===== src/rtl/sar_pkg.sv =====
// sar_pkg: shared constants and state encoding for the SAR conversion sequencer.
package sar_pkg;

  // Default resolution and sampling window.
  localparam int unsigned SAR_N_BITS     = 10;
  localparam int unsigned SAR_SAMPLE_CYC = 4;

  // Sample counter width; covers SAMPLE_CYC up to 15.
  localparam int unsigned SMP_CNT_W = 4;

  // Sequencer state encoding.
  typedef logic [1:0] sar_state_t;
  localparam sar_state_t ST_IDLE   = 2'd0;
  localparam sar_state_t ST_SAMPLE = 2'd1;
  localparam sar_state_t ST_CONV   = 2'd2;
  localparam sar_state_t ST_DONE   = 2'd3;

endpackage


===== src/rtl/sar_bit_ptr.sv =====
// sar_bit_ptr: one-hot trial-bit pointer with load-MSB, shift-down and last-bit flag.
module sar_bit_ptr #(
  parameter int unsigned N_BITS = 10
) (
  input  logic              clk,
  input  logic              rst_n,
  input  logic              load_msb,
  input  logic              shift,
  output logic [N_BITS-1:0] ptr,
  output logic              last
);

  localparam logic [N_BITS-1:0] PTR_MSB = {1'b1, {(N_BITS-1){1'b0}}};

  logic [N_BITS-1:0] ptr_q;
  logic [N_BITS-1:0] ptr_d;

  // Next pointer: load takes priority over shift, otherwise hold.
  always_comb begin
    ptr_d = ptr_q;
    if (load_msb) begin
      ptr_d = PTR_MSB;
    end else if (shift) begin
      ptr_d = ptr_q >> 1;
    end
  end

  // Pointer register with synchronous active-low reset.
  always_ff @(posedge clk) begin
    if (!rst_n) begin
      ptr_q <= '0;
    end else begin
      ptr_q <= ptr_d;
    end
  end

  assign ptr  = ptr_q;
  assign last = ptr_q[0];

endmodule


===== src/rtl/sar_ctrl.sv =====
// sar_ctrl: successive-approximation sequencer for the SAR ADC.
// Define SAR_CONT_CONV_EN for free-running conversions (DONE loops straight to SAMPLE).
module sar_ctrl
  import sar_pkg::*;
#(
  parameter int unsigned N_BITS     = SAR_N_BITS,
  parameter int unsigned SAMPLE_CYC = SAR_SAMPLE_CYC
) (
  input  logic              CK,
  input  logic              EN,
  input  logic              START,
  input  logic              CMP,
  output logic              SAMPLE,
  output logic [N_BITS-1:0] B,
  output logic [N_BITS-1:0] DOUT,
  output logic              VALID,
  output logic              BUSY
);

  localparam logic [SMP_CNT_W-1:0] SMP_LAST = SMP_CNT_W'(SAMPLE_CYC - 1);
  localparam logic [N_BITS-1:0]    B_MSB    = {1'b1, {(N_BITS-1){1'b0}}};

  sar_state_t            state_q, state_d;
  logic [SMP_CNT_W-1:0]  cnt_q, cnt_d;
  logic                  sample_q, sample_d;
  logic [N_BITS-1:0]     b_q, b_d;
  logic [N_BITS-1:0]     dout_q, dout_d;
  logic                  valid_q, valid_d;
  logic                  busy_q, busy_d;

  logic                  ptr_load_c;
  logic                  ptr_shift_c;
  logic [N_BITS-1:0]     ptr_c;
  logic                  ptr_last_c;

  sar_bit_ptr #(
    .N_BITS (N_BITS)
  ) u_bit_ptr (
    .clk      (CK),
    .rst_n    (EN),
    .load_msb (ptr_load_c),
    .shift    (ptr_shift_c),
    .ptr      (ptr_c),
    .last     (ptr_last_c)
  );

  // Next-state, trial-bit and registered-output computation.
  always_comb begin
    state_d     = state_q;
    cnt_d       = cnt_q;
    b_d         = b_q;
    dout_d      = dout_q;
    valid_d     = 1'b0;
    ptr_load_c  = 1'b0;
    ptr_shift_c = 1'b0;

    case (state_q)
      ST_IDLE: begin
        if (START) begin
          state_d = ST_SAMPLE;
          cnt_d   = '0;
          b_d     = '0;
        end
      end
      ST_SAMPLE: begin
        if (cnt_q == SMP_LAST) begin
          state_d    = ST_CONV;
          b_d        = B_MSB;
          ptr_load_c = 1'b1;
        end else begin
          cnt_d = cnt_q + 1'b1;
        end
      end
      ST_CONV: begin
        // Resolve the current trial bit, then raise the next lower one.
        b_d         = (b_q & ~ptr_c) | (CMP ? ptr_c : '0) | (ptr_c >> 1);
        ptr_shift_c = 1'b1;
        if (ptr_last_c) begin
          state_d = ST_DONE;
          dout_d  = b_d;
          valid_d = 1'b1;
        end
      end
      ST_DONE: begin
`ifdef SAR_CONT_CONV_EN
        state_d = ST_SAMPLE;
        cnt_d   = '0;
        b_d     = '0;
`else
        state_d = ST_IDLE;
        b_d     = '0;
`endif
      end
      default: begin
        state_d = ST_IDLE;
      end
    endcase

    sample_d = (state_d == ST_SAMPLE);
    busy_d   = (state_d != ST_IDLE);
  end

  // State and output registers; EN low aborts and clears everything.
  always_ff @(posedge CK) begin
    if (!EN) begin
      state_q  <= ST_IDLE;
      cnt_q    <= '0;
      sample_q <= 1'b0;
      b_q      <= '0;
      dout_q   <= '0;
      valid_q  <= 1'b0;
      busy_q   <= 1'b0;
    end else begin
      state_q  <= state_d;
      cnt_q    <= cnt_d;
      sample_q <= sample_d;
      b_q      <= b_d;
      dout_q   <= dout_d;
      valid_q  <= valid_d;
      busy_q   <= busy_d;
    end
  end

  assign SAMPLE = sample_q;
  assign B      = b_q;
  assign DOUT   = dout_q;
  assign VALID  = valid_q;
  assign BUSY   = busy_q;

endmodule


===== config.mk =====
export PLATFORM = sky130hd
export DESIGN_NAME = sar_ctrl
export DESIGN_NICKNAME = d
export VERILOG_FILES = /design/src/rtl/sar_pkg.sv /design/src/rtl/sar_bit_ptr.sv /design/src/rtl/sar_ctrl.sv
export SDC_FILE = /design/constraint.sdc
export NUM_CORES = 1
export LEC_CHECK = 0
export CAP_MARGIN = 20
export CORE_MARGIN = 8
export CORE_UTILIZATION = 57
export CTS_CLUSTER_SIZE = 25
export DETAILED_ROUTE_END_ITERATION = 7
export PLACE_DENSITY = 0.84
export SLEW_MARGIN = 20
export SYNTH_ARGS = -nofsm -noshare
export SYNTH_HDL_FRONTEND = slang
export SYNTH_SLANG_ARGS = --single-unit

===== constraint.sdc =====
create_clock -name CK -period 4.55 [get_ports CK]
set_input_delay 0.6825 -clock CK [delete_from_list [all_inputs] [get_ports CK]]
set_output_delay 0.6825 -clock CK [all_outputs]
set_load 0.01 [all_outputs]

Yosys cells after proc, flatten, opt, wreduce, memory -nomap -nowiden
Index checks and enable logic that the tools add are counted.

Flip-flop bits (word level): 39. Input bits: 4. Output and inout port bits: 23.

Add/sub/neg operators: 1. Equal/unequal tests: 8. Multiplexer cells: 17. Bitwise operators: 5. Reductions and logical operators: 9.

Operator list (count): $mux W10 (5); $pmux W10 S4 (1); $and A10 B10 Y10 (1); $not A10 Y10 (1); $or A10 B10 Y10 (1); $or A10 B9 Y10 (1); $mux W4 (2); $pmux W2 S4 (1); $pmux W4 S2 (1); $mux W2 (3); $ne A2 B2 Y1 const B (3); $reduce_and A2 Y1 (3); $reduce_bool A2 Y1 (3); $add A4 B1 Y4 const B (1); $eq A2 B1 Y1 const B (2); $eq A2 B2 Y1 const B (2); $eq A4 B2 Y1 const B (1); $mux W1 (4); $reduce_and A3 Y1 (1); $logic_not A2 Y1 (1); $reduce_or A2 Y1 (1); $not A1 Y1 (1).

Longest topological paths before layout
Gate-level depths: netlist (run 1).

Word-level depth: 5. Gate-level depth with buffers: 8. Depth with buffers taken out: 6.

Hierarchy
From an unflattened synthesis (run 1), not the netlist that was laid out.

Cell total of the unflattened synthesis: 194. Area, all modules: 1848.0 um^2.

Modules (own cells, without submodules): sar_ctrl (instances 1, cells each 160, area an instance 1480.2 um^2, sequential area each 580.6 um^2); sar_bit_ptr (instances 1, cells each 34, area an instance 367.9 um^2, sequential area each 200.2 um^2).

Least setup slack after synthesis (run 1)
No wires, ideal clock.

Kind: in2reg. From: in CMP. To: reg b_q[9], in the netlist B[9]. Library setup time: 0.121 ns. Arrival time: 1.344 ns. Required time: 4.429 ns. Path slack: 3.085 ns. Cell stages on the path: 4. Path buffers: 1. Path through: buf_2 -> mux2_2 -> a21oi_1 -> o31ai_2.

Longest elaborated chain between the ends: 4.

RTL lines: from (decl) (RTL line sar_ctrl.sv:12) `input logic CMP,`; $mux W10 (RTL line sar_ctrl.sv:76) `b_d = (b_q & ~ptr_c) | (CMP ? ptr_c : '0) | (ptr_c >> 1);`; $or A10 B10 Y10 (RTL line sar_ctrl.sv:76); $or A10 B9 Y10 (RTL line sar_ctrl.sv:76); $pmux W10 S4 (RTL line sar_ctrl.sv:57) `case (state_q)`; to (signal assigned) (RTL line sar_ctrl.sv:109) `b_q <= '0;`; to (signal assigned) (RTL line sar_ctrl.sv:117) `b_q <= b_d;`; to (decl) (RTL line sar_ctrl.sv:26) `logic [N_BITS-1:0] b_q, b_d;`.

No other way between the ends. A chain may end at the register's enable or synchronous reset.

Worst setup path after layout (run 1)
From: reg state_q[0]. To: reg dout_q[7], in the netlist DOUT[7].

Longest elaborated chain between the ends: 2.

RTL lines: from (decl) (RTL line sar_ctrl.sv:23) `sar_state_t state_q, state_d;`; from (signal assigned) (RTL line sar_ctrl.sv:114) `state_q <= state_d;`; $eq A2 B2 Y1 (RTL line sar_ctrl.sv:57); $reduce_and A2 Y1 (no line); to (signal assigned) (RTL line sar_ctrl.sv:118) `dout_q <= dout_d;`; to (decl) (RTL line sar_ctrl.sv:27) `logic [N_BITS-1:0] dout_q, dout_d;`.

No other way between the ends.

==> results.md, run 1 <==
- Yosys top cell by area: dfxtp_1
- RSZ-0062 raised after global routing: no
- Vias per cell: 5.94
- Most used routing layer: met2
- Critical path fanouts, max: 19
- Nets: 212
- Fin. max-slew vios: 0
- Commonest non-fill, non-tap cell in the layout: dfxtp_1
- GPL Wtd Cong: 0.772
- Cells after DPL: 228
- Clk slew on worst S/H paths: 0.12 ns
- DIE WIDTH: 71.6 um
- Reg-to-Reg End: DOUT[7]
- Final Skew: 0.00867 ns
- Bufs and invs on worst path: 1
- EDFF count, synth: 0
- Wirelength per Cell: 16.1 um
- Asr flop ratio synth: 0%
- Mapped Avg Cell Area: 9.80 um2
- FF+latch count, synth: 39
- Hold path startpoint: cnt_q[1]
- Critical Path AT: 2.53 ns
- Rel. slew slack: 34.2%
- Max Freq: 441 MHz
- Finished Core Util: 68.3%
- CTS Root Cell: clkbuf_4
- Ys Warns: 0
- Final WS setup: 2.28 ns
- Clk buf depth: 2
- Synth cell types: 34
- M2 GR Usage: 23.5%
- CP Launch Type: flip-flop
- Core Box Area: 0.00300 mm2
- Synth top area cells: dfxtp_1 (44%), a211oi_1 (7.7%), o31ai_2 (7.1%)
- Hold Crit Class: reg2reg
- Synth Flop Type: dfxtp_1
- All-layer global routing usage: 15.4%
- ANT cells: 0
- Layout cell share with drive strength beyond 1: 12.3%
- Die Height: 71.6 um
- FF-to-FF Start: state_q[0]
- Hold Path End: cnt_q[1]
- 1st-iter DRT viols: 44
- Commonest cells after routing, fill and taps aside: dfxtp_1 (39), clkdlybuf4s50_1 (26), nor2_1 (21)
- Synth-to-layout area growth: 16.2%
- Die ar.: 0.00513 mm2
- Pre-CTS WS: 1.94 ns
- Worst slew pin tran: 0.987 ns
- Congestion Overflow GR: 0
- First-pass GRT wire length: 6380 um
- DR pass1 iterations: 4
- Crit path depth: 5
- Sequential area share after synthesis: 44.3%
- I/O Buffers: 26
- Worst vdd ir: 0.000183 V
- Post-layout min period: 2.27 ns
- Critical path required time: 4.82 ns
- Clock Latency Late Sink: 0.35 ns
- Final Cell Area: 0.00205 mm2
- Crit-path cells: inv_1 -> ha_1 -> and2_1 -> nor2_1 -> a211oi_1
- Setup TNS: 0 ns
- Status: finished clean
- DRT Wirelength: 3800 um
- Synth Cell Area: 0.00176 mm2
- Via count: 1,401
- Met1 global-route usage: 19.0%
- PnR Total Power: 581 uW
- Critical Path Max Stage Delay: 0.67 ns
- Post-synth net total: 190
- Post-CTS setup buffer count: 0
- Reg-to-reg slack, setup: 2.28 ns
- Hold Slack: 0.507 ns
- Initial core utilization: 58.8%
- Largest net degree at the start of global routing: 23
- Post-CTS Resized: 0
- DRC violations left: 0
- CTS tree: yes
- PD cells: 283 mW/mm2
- MaxCap Viol Count: 0
- Initial antenna violation count: 0
- Final Cycle Share: 49.8%
- Worst Path Class, Setup: reg2reg
- Std-Cell Rows: 20
- Num CTS Buffers: 5
- Vias in the first global route: 1,349
- Post-Layout Cell Count: 236
- CTS Hold Bufs: 0
- # clock sinks: 39
- FF-to-FF path depth: 5
- CP delay by family, top: simple AND/OR/NAND/NOR gates
- Cell Area, Placed: 0.00199 mm2
- Htree depth: 2
- Fin. Hold Viols: 0
- Leakage power figure: 0.693 nW
- Slowest cell on crit path: ha_1
- Hold Crit Depth: 2
- Grt met3 use: 4.18%
- Syn Inst Count: 180
- Yosys top cell area share: 44.3%
- CP Capture Type: flip-flop
- Final setup fails: 0
- Antenna Nets Post-Route: 0
- Post-DP HPWL: 2870 um
- IO Count: 27
-- sequential cells by signal, summed over array words and instances (netlist names) --
name           cells
BUSY               1
B                 10
state_q            2
u_bit_ptr.ptr     10
VALID              1
cnt_q              4
DOUT              10
SAMPLE             1
-- how the worst max path moves through the flow --
stage	start	endpoint
global placement	EN	B[6]
CTS	state_q[0]	DOUT[7]
floorplan	CMP	B[9]
global route	state_q[0]	DOUT[7]
finish	state_q[0]	DOUT[7]
detailed placement	EN	B[6]
-- worst register-to-register path, delay by kind of cell (launching register included) --
family                   cells  cell delay, ns
AND/OR/NAND/NOR              2            0.72
adder cells (fa/ha/maj)      1            0.67
flip-flops                   1            0.36
AO/OA/AOI/OAI                1            0.26
buffers and inverters        1            0.16
-- where the power goes --
| group | total, mW | internal [mW] | switching, mW |
|---|---|---|---|
| registers | 0.349 | 0.346 | 0.00320 |
| clock network | 0.180 | 0.0590 | 0.121 |
| logic | 0.0515 | 0.0168 | 0.0347 |
| total | 0.581 | 0.422 | 0.159 |
-- synthesized netlist by cell type (2+ instances only) --
library cell and instances:
o21ai_0 3, nand3_1 15, nand2b_1 2, buf_4 3
mux2i_1 10, and2_1 2, a211oi_1 18, o21ai_1 2
o31ai_2 10, nor2b_1 8, mux2_2 2, inv_1 5
nand2_1 8, a21oi_1 5, dfxtp_1 39, buf_2 4
nor2_1 21, buf_6 2, ha_1 6
-- routing by layer --
| metal | share of wire [%] | routed length [um] |
|---|---|---|
| met1 | 44 | 1670 |
| met2 | 47 | 1790 |
| met3 | 7.0 | 266 |
| met5 | 0 | 0 |
| met4 | 1.8 | 68 |
-- cell type report --
type | instances | area (um2)
well taps | 33 | 41.3
clock buffers | 5 | 37.5
clock inverters | 3 | 20.0
flip-flops and latches | 39 | 781
repair buffers | 26 | 260
multi-input cells | 125 | 892
fillers | 235 | 952
inverters | 5 | 18.8
-- kinds of logic (layout without fill, tap and decap cells) --
group	after synthesis	count (layout)	synth area share [%]
mux	12	12	6.95
fa+ha+maj	6	6	4.26
simple gates	61	61	17.4
compound gates	46	46	22.0
buf+inv	16	39	5.18
flops	39	39	44.3
(Power assumes the default switching activity.)
==> run 2, diff against run 1 <==
--- a/config.mk
+++ b/config.mk
@@ -7,10 +7,10 @@
 export LEC_CHECK = 0
 export CAP_MARGIN = 20
 export CORE_MARGIN = 8
-export CORE_UTILIZATION = 57
+export CORE_UTILIZATION = 47
 export CTS_CLUSTER_SIZE = 25
 export DETAILED_ROUTE_END_ITERATION = 7
-export PLACE_DENSITY = 0.84
+export PLACE_DENSITY = 0.74
 export SLEW_MARGIN = 20
 export SYNTH_ARGS = -nofsm -noshare
 export SYNTH_HDL_FRONTEND = slang
==> constraint.sdc (replaced) <==
create_clock -name CK -period 2 [get_ports CK]
set_input_delay 0.3 -clock CK [delete_from_list [all_inputs] [get_ports CK]]
set_output_delay 0.3 -clock CK [all_outputs]
set_load 0.01 [all_outputs]
==> run 2 against run 1 <==
- routed wire length is 3.5% lower
- die area is 16% higher
- first-iteration DRC count is 86% higher
- clock skew hardly changed
- worst hold slack worse by 0.0033 ns
- cell count is 8.1% higher
- non-clock buffer count is 4 higher
- register-to-register slack worse by 2.0 ns
- clock power grew to 3.1 times the previous value
- combinational power is 140% higher
- sequential share of layout area is 1.8 points lower
- maximum frequency is 36% higher
- largest power group unchanged
- highest routed layer unchanged
==> results.md, run 2 (synthesized netlist as in run 1, its figures left out) <==
- CP Launch Type: flip-flop
- Rel. slew slack: 58.3%
- Leakage power figure: 0.739 nW
- Commonest non-fill, non-tap cell in the layout: dfxtp_1
- Clk buf depth: 2
- Die ar.: 0.00597 mm2
- Sequential Power Share: 53.8%
- Via count: 1,409
- MaxCap Viol Count: 0
- All-layer global routing usage: 12.0%
- Htree depth: 2
- PnR Total Power: 1.48 mW
- Worst vdd ir: 0.000500 V
- Post-CTS setup buffer count: 0
- Worst slew pin tran: 0.623 ns
- DR pass1 iterations: 6
- Max Freq: 598 MHz
- Crit-path cells: inv_1 -> ha_1 -> nand2b_1 -> o21ai_4 -> o211ai_2 -> o31ai_2
- CP Capture Type: flip-flop
- First-pass GRT wire length: 6000 um
- GPL Wtd Cong: 0.843
- Post-CTS Resized: 0
- Synth-to-layout area growth: 21.8%
- Post-DP HPWL: 2810 um
- Vias per cell: 5.53
- Cells after DPL: 247
- Bufs and invs on worst path: 1
- Clock Latency Late Sink: 0.28 ns
- Sw Ratio: 22.5%
- RSZ-0062 raised after global routing: no
- DRC violations left: 0
- Clk pwr share: 37.8%
- Num CTS Buffers: 5
- Hold Crit Class: reg2reg
- Finished Core Util: 59.2%
- Combinational share of power: 8.5%
- Fin. max-slew vios: 0
- Critical Path AT: 1.81 ns
- PD cells: 687 mW/mm2
- Congestion Overflow GR: 0
- Initial core utilization: 48.6%
- ANT cells: 0
- Initial antenna violation count: 0
- Final setup fails: 0
- Core Box Area: 0.00363 mm2
- Clk slew on worst S/H paths: 0.07 ns
- Post-layout min period: 1.67 ns
- Die Height: 77.3 um
- Std-Cell Rows: 22
- Status: finished clean
- Slowest cell on crit path: dfxtp_1
- IO Count: 27
- Worst Path Class, Setup: reg2reg
- Layout cell share with drive strength beyond 1: 13.5%
- Vias in the first global route: 1,268
- Final Cycle Share: 83.6%
- Final Skew: 0.00853 ns
- Antenna Nets Post-Route: 0
- # clock sinks: 39
- Setup TNS: 0 ns
- Commonest cells after routing, fill and taps aside: dfxtp_1 (39), clkdlybuf4s50_1 (26), nor2_1 (21)
- Post-Layout Cell Count: 255
- I/O Buffers: 26
- Critical path required time: 2.14 ns
- 1st-iter DRT viols: 82
- Wirelength per Cell: 14.4 um
- Fin. Hold Viols: 0
- CTS Root Cell: clkbuf_8
- CP delay by family, top: compound AO/OA/AOI/OAI gates
- DRT Wirelength: 3670 um
- Critical Path Max Stage Delay: 0.39 ns
- Critical path fanouts, max: 20
- CTS Hold Bufs: 0
- P_sw: 332 uW
- Nets: 216
- Pint: 1.14 mW
- Largest net degree at the start of global routing: 22
- CTS tree: yes
- DIE WIDTH: 77.3 um
[run 2: path summary, 6_finish.rpt]
kind               from      end  slack (ns)  cells past startpoint
min             DOUT[7]  DOUT[7]        0.50                      2
max          state_q[0]     B[0]        0.33                      6
min reg2reg     DOUT[7]  DOUT[7]        0.50                      2
max reg2reg  state_q[0]     B[0]        0.33                      6
[run 2: per-stage QoR]
stage	instance area, um2	hold WS, ns	setup slack [ns]
after floorplan	1760	0.463	0.540
after global placement	2040	0.473	0.172
after detailed placement	2040	0.496	0.105
after CTS	2140	0.503	0.0832
after global routing	2150	0.522	0.238
final	2150	0.503	0.329
[run 2: cell type report]
| cell class | count | area, um2 |
|---|---|---|
| clock buffers | 8 | 100 |
| inverters | 5 | 18.8 |
| well taps | 48 | 60.1 |
| repair buffers | 30 | 290 |
| fillers | 304 | 1480 |
| multi-input cells | 125 | 900 |
| flip-flops and latches | 39 | 781 |
[run 2: power groups by stage]
stage / sequential, mW / combinational, mW / clock (mW)
floorplan: 0.813 / 0.0897 / 0
global route: 0.795 / 0.135 / 0.604
detailed placement: 0.812 / 0.121 / 0
finish: 0.794 / 0.125 / 0.558
global placement: 0.811 / 0.116 / 0
CTS: 0.794 / 0.122 / 0.571
[run 2: layer usage]
metal	track usage, %	up-vias	wire length, um
li1	-	710	-
met1	14.0	650	1610
met5	0	-	0
met3	3.85	7	253
met4	5.85	0	78
met2	19.3	42	1720
[run 2: worst register-to-register path, delay by kind of cell (launching register included)]
| family | cells | cell delay [ns] |
|---|---|---|
| compound gates | 3 | 0.56 |
| fa+ha+maj | 1 | 0.23 |
| buf+inv | 1 | 0.12 |
| flops | 1 | 0.39 |
| simple gates | 1 | 0.23 |
==> run 3, diff against run 2 <==
==> constraint.sdc (replaced) <==
create_clock -name CK -period 1.35 [get_ports CK]
set_input_delay 0.2025 -clock CK [delete_from_list [all_inputs] [get_ports CK]]
set_output_delay 0.2025 -clock CK [all_outputs]
set_load 0.01 [all_outputs]
==> run 3 against run 2 <==
- the run now ends with negative setup slack left
- clock skew shrank 0.0037 ns
- worst setup slack got worse by 0.42 ns
- core utilization rose by 11 points
- critical path depth did not move
- power grew 49%
- design area is 18% higher
- largest cell class unchanged
- highest routed layer unchanged
==> results.md, run 3 (synthesized netlist as in run 1, its figures left out) <==
- Critical Path Max Stage Delay: 0.34 ns
- Final WS setup: -0.0889 ns
- Synth-to-layout area growth: 44.2%
- DIE WIDTH: 77.3 um
- Antenna Nets Post-Route: 0
- Final Cycle Share: 107%
- Via count: 1,517
- CP Launch Type: flip-flop
- FF-to-FF Start: cnt_q[1]
- CP Capture Type: flip-flop
- Max Freq: 695 MHz
- Critical path fanouts, max: 5
- Final Skew: 0.00483 ns
- Worst slew pin tran: 0.501 ns
- Clk slew on worst S/H paths: 0.07 ns
- PD cells: 867 mW/mm2
- Fin. Hold Viols: 0
- Worst Path Class, Setup: reg2reg
- Fillers: 283
- Vias per cell: 5.46
- I/O Buffers: 26
- Std-Cell Rows: 22
- Largest net degree at the start of global routing: 20
- Hold Crit Depth: 2
- Nets: 241
- DRC violations left: 0
- CP delay by family, top: simple AND/OR/NAND/NOR gates
- Violated checks: negative setup slack
- Critical path origin: cnt_q[1]
- Post-DP HPWL: 3060 um
- Hold Crit Class: reg2reg
- Die ar.: 0.00597 mm2
- Initial core utilization: 48.6%
- FF/Latch Area: 788 um2
- Critical Path AT: 1.67 ns
- Clock Latency Late Sink: 0.28 ns
- Vias in the first global route: 1,510
- Leakage power figure: 1.02 nW
- All-layer global routing usage: 14.9%
- Wirelength per Cell: 16.3 um
- Crit-path cells: ha_4 -> nor3b_4 -> buf_6 -> or3_4 -> o311ai_4 -> and2_1
- Setup TNS: -0.861 ns
- Slowest cell on crit path: dfxtp_2
- # clock sinks: 39
- Reg-to-reg slack, setup: -0.09 ns
- CTS Root Cell: clkbuf_8
- Status: finished, violations left
- Bufs and invs on worst path: 1
- 1st-iter DRT viols: 47
- Commonest non-fill, non-tap cell in the layout: dfxtp_1
- Worst vdd ir: 0.000747 V
- Num CTS Buffers: 5
- RSZ-0062 raised after global routing: yes
- Critical path required time: 1.58 ns
- First-pass GRT wire length: 7350 um
- DR pass1 iterations: 4
- Rel. slew slack: 66.6%
- Fin. max-slew vios: 0
- Crit path depth: 6
- GPL Wtd Cong: 0.790
- Final setup fails: 20
- FF-to-FF path depth: 6
- Htree depth: 2
- Initial antenna violation count: 0
- Finished Core Util: 70.0%
- Area of the multi-input gates: 0.00111 mm2
- Hold path startpoint: B[6]
- Core Box Area: 0.00363 mm2
- MaxCap Viol Count: 0
- Congestion Overflow GR: 0
- DRT Wirelength: 4540 um
- Clk buf depth: 2
- Commonest cells after routing, fill and taps aside: dfxtp_1 (35), buf_4 (24), nor2_1 (21)
- Layout cell share with drive strength beyond 1: 34.3%
- Die Height: 77.3 um
- ANT cells: 0
- Post-layout min period: 1.44 ns
- CTS tree: yes
- IO Count: 27
run 3: cell types whose count changed in the layout (fill, tap and decap cells not counted), moves of 3 or more:
cell,before,now
dlymetal6s2s_1,0,3
nand3_4,0,3
nand3_1,15,6
dlygate4sd2_1,0,20
buf_4,4,24
clkdlybuf4s50_1,26,3
dfxtp_2,0,3
dfxtp_1,39,35
nand2_4,0,3
ha_4,0,3
nand3_2,0,6
ha_1,6,2
run 3: worst paths after layout:
kind	endpoint
setup / recovery	SAMPLE
hold / removal	B[6]
setup reg to reg	SAMPLE
hold reg to reg	B[6]
run 3: final cells by class:
class | instances | share of cell area (%)
Inverter | 5 | 1.03
Tap cell | 48 | 2.36
Multi-Input combinational cell | 126 | 43.7
Timing Repair Buffer | 54 | 19.1
Clock buffer | 6 | 2.85
Sequential cell | 39 | 31.0
run 3: worst reg2reg max path, stage by stage (launching register included):
cell and delay [ns]:
dfxtp_2 0.34, ha_4 0.16, nor3b_4 0.14, buf_6 0.15, or3_4 0.34, o311ai_4 0.10
and2_1 0.16
run 3: where the power goes:
| part | switching, mW | internal (mW) | total (mW) |
|---|---|---|---|
| sequential | 0.0144 | 1.17 | 1.18 |
| clock | 0.354 | 0.344 | 0.698 |
| combinational | 0.183 | 0.144 | 0.326 |
| total | 0.551 | 1.66 | 2.21 |
run 3: layer usage:
layer	track usage (%)	vias to the layer above	part of all wire [%]
met5	0	-	0
li1	-	751	-
met1	17.8	726	44
met4	4.34	0	0.82
met2	24.1	34	50
met3	5.83	6	5.8
run 3: what timing repair did:
action / in CTS / in global routing
pin swaps: 12 / 5
setup endpoints to repair: 51 / 41
hold buffers: 0 / 0
gates resized for setup: 41 / 24
buffers inserted: 3 / 0
gates cloned: 1 / 0
run 3: stage by stage:
step / cell area [um2] / hold slack, ns / worst slack, ns / power [mW] / instances
2_1_floorplan: 1780 / 0.366 / 0.00128 / 1.34 / 180
3_3_place_gp: 2240 / 0.481 / -0.160 / 1.44 / 269
3_5_place_dp: 2240 / 0.490 / -0.190 / 1.45 / 269
4_1_cts: 2410 / 0.496 / -0.0723 / 2.17 / 278
5_1_grt: 2540 / 0.506 / -0.134 / 2.30 / 278
6_report: 2540 / 0.489 / -0.0889 / 2.21 / 278
==> RTL edit (flow settings as in run 3) <==
`SMP_CNT_W`: 4 -> 3.
--- a/src/rtl/sar_pkg.sv
+++ b/src/rtl/sar_pkg.sv
@@ -8,3 +8,3 @@
   // Sample counter width; covers SAMPLE_CYC up to 15.
-  localparam int unsigned SMP_CNT_W = 4;
+  localparam int unsigned SMP_CNT_W = 3;
 
Formal check against the unedited RTL: same outputs for any inputs over 10 cycles, from zero or initial values; that may be too few to reach the edited logic, so the function may still have changed.
==> RTL edit against run 3 <==
- the flow still finishes with violations (negative setup slack)
- total power up 11%
- first-iteration DRC count grew to 2.5 times the old value
- worst hold slack gained 0.0035 ns
- final cell count did not move
- setup slack got worse by 0.041 ns
- final area fell by 0.64%
- routed wire length increased by 3.0%
- sequential cell count down 1
- area after synthesis is 3.9% lower
- highest routed layer unchanged
==> RTL edit: results (changes against run 3) <==
** Clock tree
- The setup fix buffers added after clock tree synthesis is 3 (unchanged).
- Buffer cell driving the clock tree root :: sky130_fd_sc_hd__clkbuf_4
- The clock latency on the worst-skew pair came to 0.36 ns (+0.08 ns).
- The post-cts resize count came to 48 (+17%).
- The number of hold buffers added after cts is 0 (unchanged).
- Clock-pin transition on the worst setup and hold timing paths :: 0.12 ns (+0.05 ns)

** Synthesis
- Leading register cell type out of synthesis :: sky130_fd_sc_hd__dfxtp_1
- Ranking of synthesized cells by instance count :: 38 x sky130_fd_sc_hd__dfxtp_1, 16 x sky130_fd_sc_hd__nand2_1, 14 x sky130_fd_sc_hd__nor2b_1
- The number of distinct standard cells referenced by the synthesized netlist was 35 (+2.9%).
- The synthesized net count came to 189 (-0.53%).
- The sequential area share after synthesis came to 44.87% (+0.62 points).
- In the post-synthesis netlist, the biggest area contributors are sky130_fd_sc_hd__dfxtp_1 45%, sky130_fd_sc_hd__mux2i_1 5.3%, sky130_fd_sc_hd__o211a_1 5.3%.

** Critical path
- Slowest cell on the critical path :: sky130_fd_sc_hd__dfxtp_4
- The path depth of the worst reg2reg path is 7 (+1).
- The delay of the slowest critical-path stage was 0.40 ns (+0.06 ns).
- The maximum fanout along the worst path was 6 (+1).
- The data arrival time at the worst-slack endpoint came to 1.74 ns (+0.07 ns).

** Power
- The worst-case vdd ir drop came to 0.8134 mV (+8.8%).
- The total internal power is 1.906 mW (+15%).
- The leakage power was 1.195 nW (+17%).

** Global routing
- The pin count of the biggest net entering global routing is 15 (-25%).
- The via count of the first global-routing pass came to 1465 (-3.0%).
- First-pass GRT wire length :: 7031 um (-4.3%)
- The global-route total usage across every layer is 14.99% (+0.050 points).

** Placed design
- Total half-perimeter wirelength after legalization and detailed placement :: 2848 um (-7.0%)
- RD Place Congestion :: 0.7698 (-2.6%)
- The port buffer count is 26 (unchanged).

** Outcome
- Status :: complete, but fails checks
- The checks that failed: negative setup slack.

** Cells and area
- Fill count :: 272 (-3.9%)
- The fraction of layout instances using a drive strength above 1 is 31.74% (-2.6 points).
- The final net count was 240 (-0.41%).

** STA
- The minimum setup slack in the final design came to -0.1304 ns (-0.04146 ns).
- Slew Limit Headroom :: 76.46% (+9.9 points)
- Clock tree skew after final layout :: 0.01277 ns (+0.007941 ns)
- The final setup violation count was 13 (-35%).

** Detailed routing
- The vias per cell was 5.360 (-1.8%).
- Number of optimization iterations in the first detailed-route pass :: 4 (unchanged)
- The post-detailed-routing wire length came to 4675 um (+3.0%).
- The number of DRC markers in iteration 0 came to 119 (+150%).
[RTL edit: cell count changes after synthesis, moves of 4 or more]
cell                              run 3  this run
sky130_fd_sc_hd__a22oi_1              0         6
sky130_fd_sc_hd__nand2_1              8        16
sky130_fd_sc_hd__o31ai_2             10         0
sky130_fd_sc_hd__nand2b_1             2         9
sky130_fd_sc_hd__a211o_1              0         4
sky130_fd_sc_hd__a211oi_1            18         4
sky130_fd_sc_hd__nand3_1             15         3
sky130_fd_sc_hd__nor2_1              21        13
sky130_fd_sc_hd__clkbuf_1             1         6
sky130_fd_sc_hd__o211a_1              0         9
sky130_fd_sc_hd__nor2b_1              8        14
sky130_fd_sc_hd__a21boi_0             0         5
[RTL edit: power by group through the flow]
stage | registers (mW) | logic, mW | clock network (mW)
after detailed placement | 1.17 | 0.204 | 0
after global placement | 1.17 | 0.195 | 0
after floorplan | 1.17 | 0.107 | 0
final | 1.15 | 0.286 | 1.02
after global routing | 1.15 | 0.303 | 1.08
after CTS | 1.15 | 0.244 | 1.03
[RTL edit: area by class of cell]
type	count	area (sq um)	share of cell area, %
Multi-Input combinational cell	128	1091	43.17
Inverter	3	18.77	0.7426
Tap cell	48	60.06	2.376
Sequential cell	38	769.5	30.45
Clock buffer	6	51.30	2.030
Timing Repair Buffer	53	476.7	18.86
Clock inverter	2	60.06	2.376
[RTL edit: cells by family (layout without fill, tap and decap cells)]
group           after synthesis  count (layout)  share of synthesized area (%)
fa+ha+maj                     7               7                          5.166
compound gates               44              44                          20.00
flops                        38              38                          44.87
simple gates                 67              67                          20.96
mux                          10              10                          5.978
buf+inv                      12              64                          3.026
[RTL edit: path summary, 6_finish.rpt]
check	from	endpoint
min reg2reg	B[4]$_SDFFE_PN0P_	B[4]$_SDFFE_PN0P_
max reg2reg	state_q[0]$_SDFF_PN0_	B[5]$_SDFFE_PN0P_
max	state_q[0]$_SDFF_PN0_	B[5]$_SDFFE_PN0P_
min	B[4]$_SDFFE_PN0P_	B[4]$_SDFFE_PN0P_
[RTL edit: stage by stage]
step / cells / setup slack (ns) / cell area, sq um / hold WS (ns) / TNS [ns]
2_1_floorplan: 178 / -0.09803 / 1753 / 0.3573 / -0.5549
3_3_place_gp: 264 / -0.2246 / 2192 / 0.4769 / -3.113
3_5_place_dp: 264 / -0.3024 / 2192 / 0.4866 / -3.993
4_1_cts: 275 / -0.1014 / 2391 / 0.4907 / -0.5906
5_1_grt: 278 / -0.1662 / 2527 / 0.5159 / -1.586
6_report: 278 / -0.1304 / 2527 / 0.4921 / -0.7291
[RTL edit: routing by layer]
metal	global-route usage [%]	vias up	part of all wire [%]	wire, um
met5	0	-	0	0
met4	7.500	0	3.0	141
met3	5.778	12	5.7	267
met2	23.05	45	50	2338
met1	17.75	709	41	1927
li1	-	724	-	-
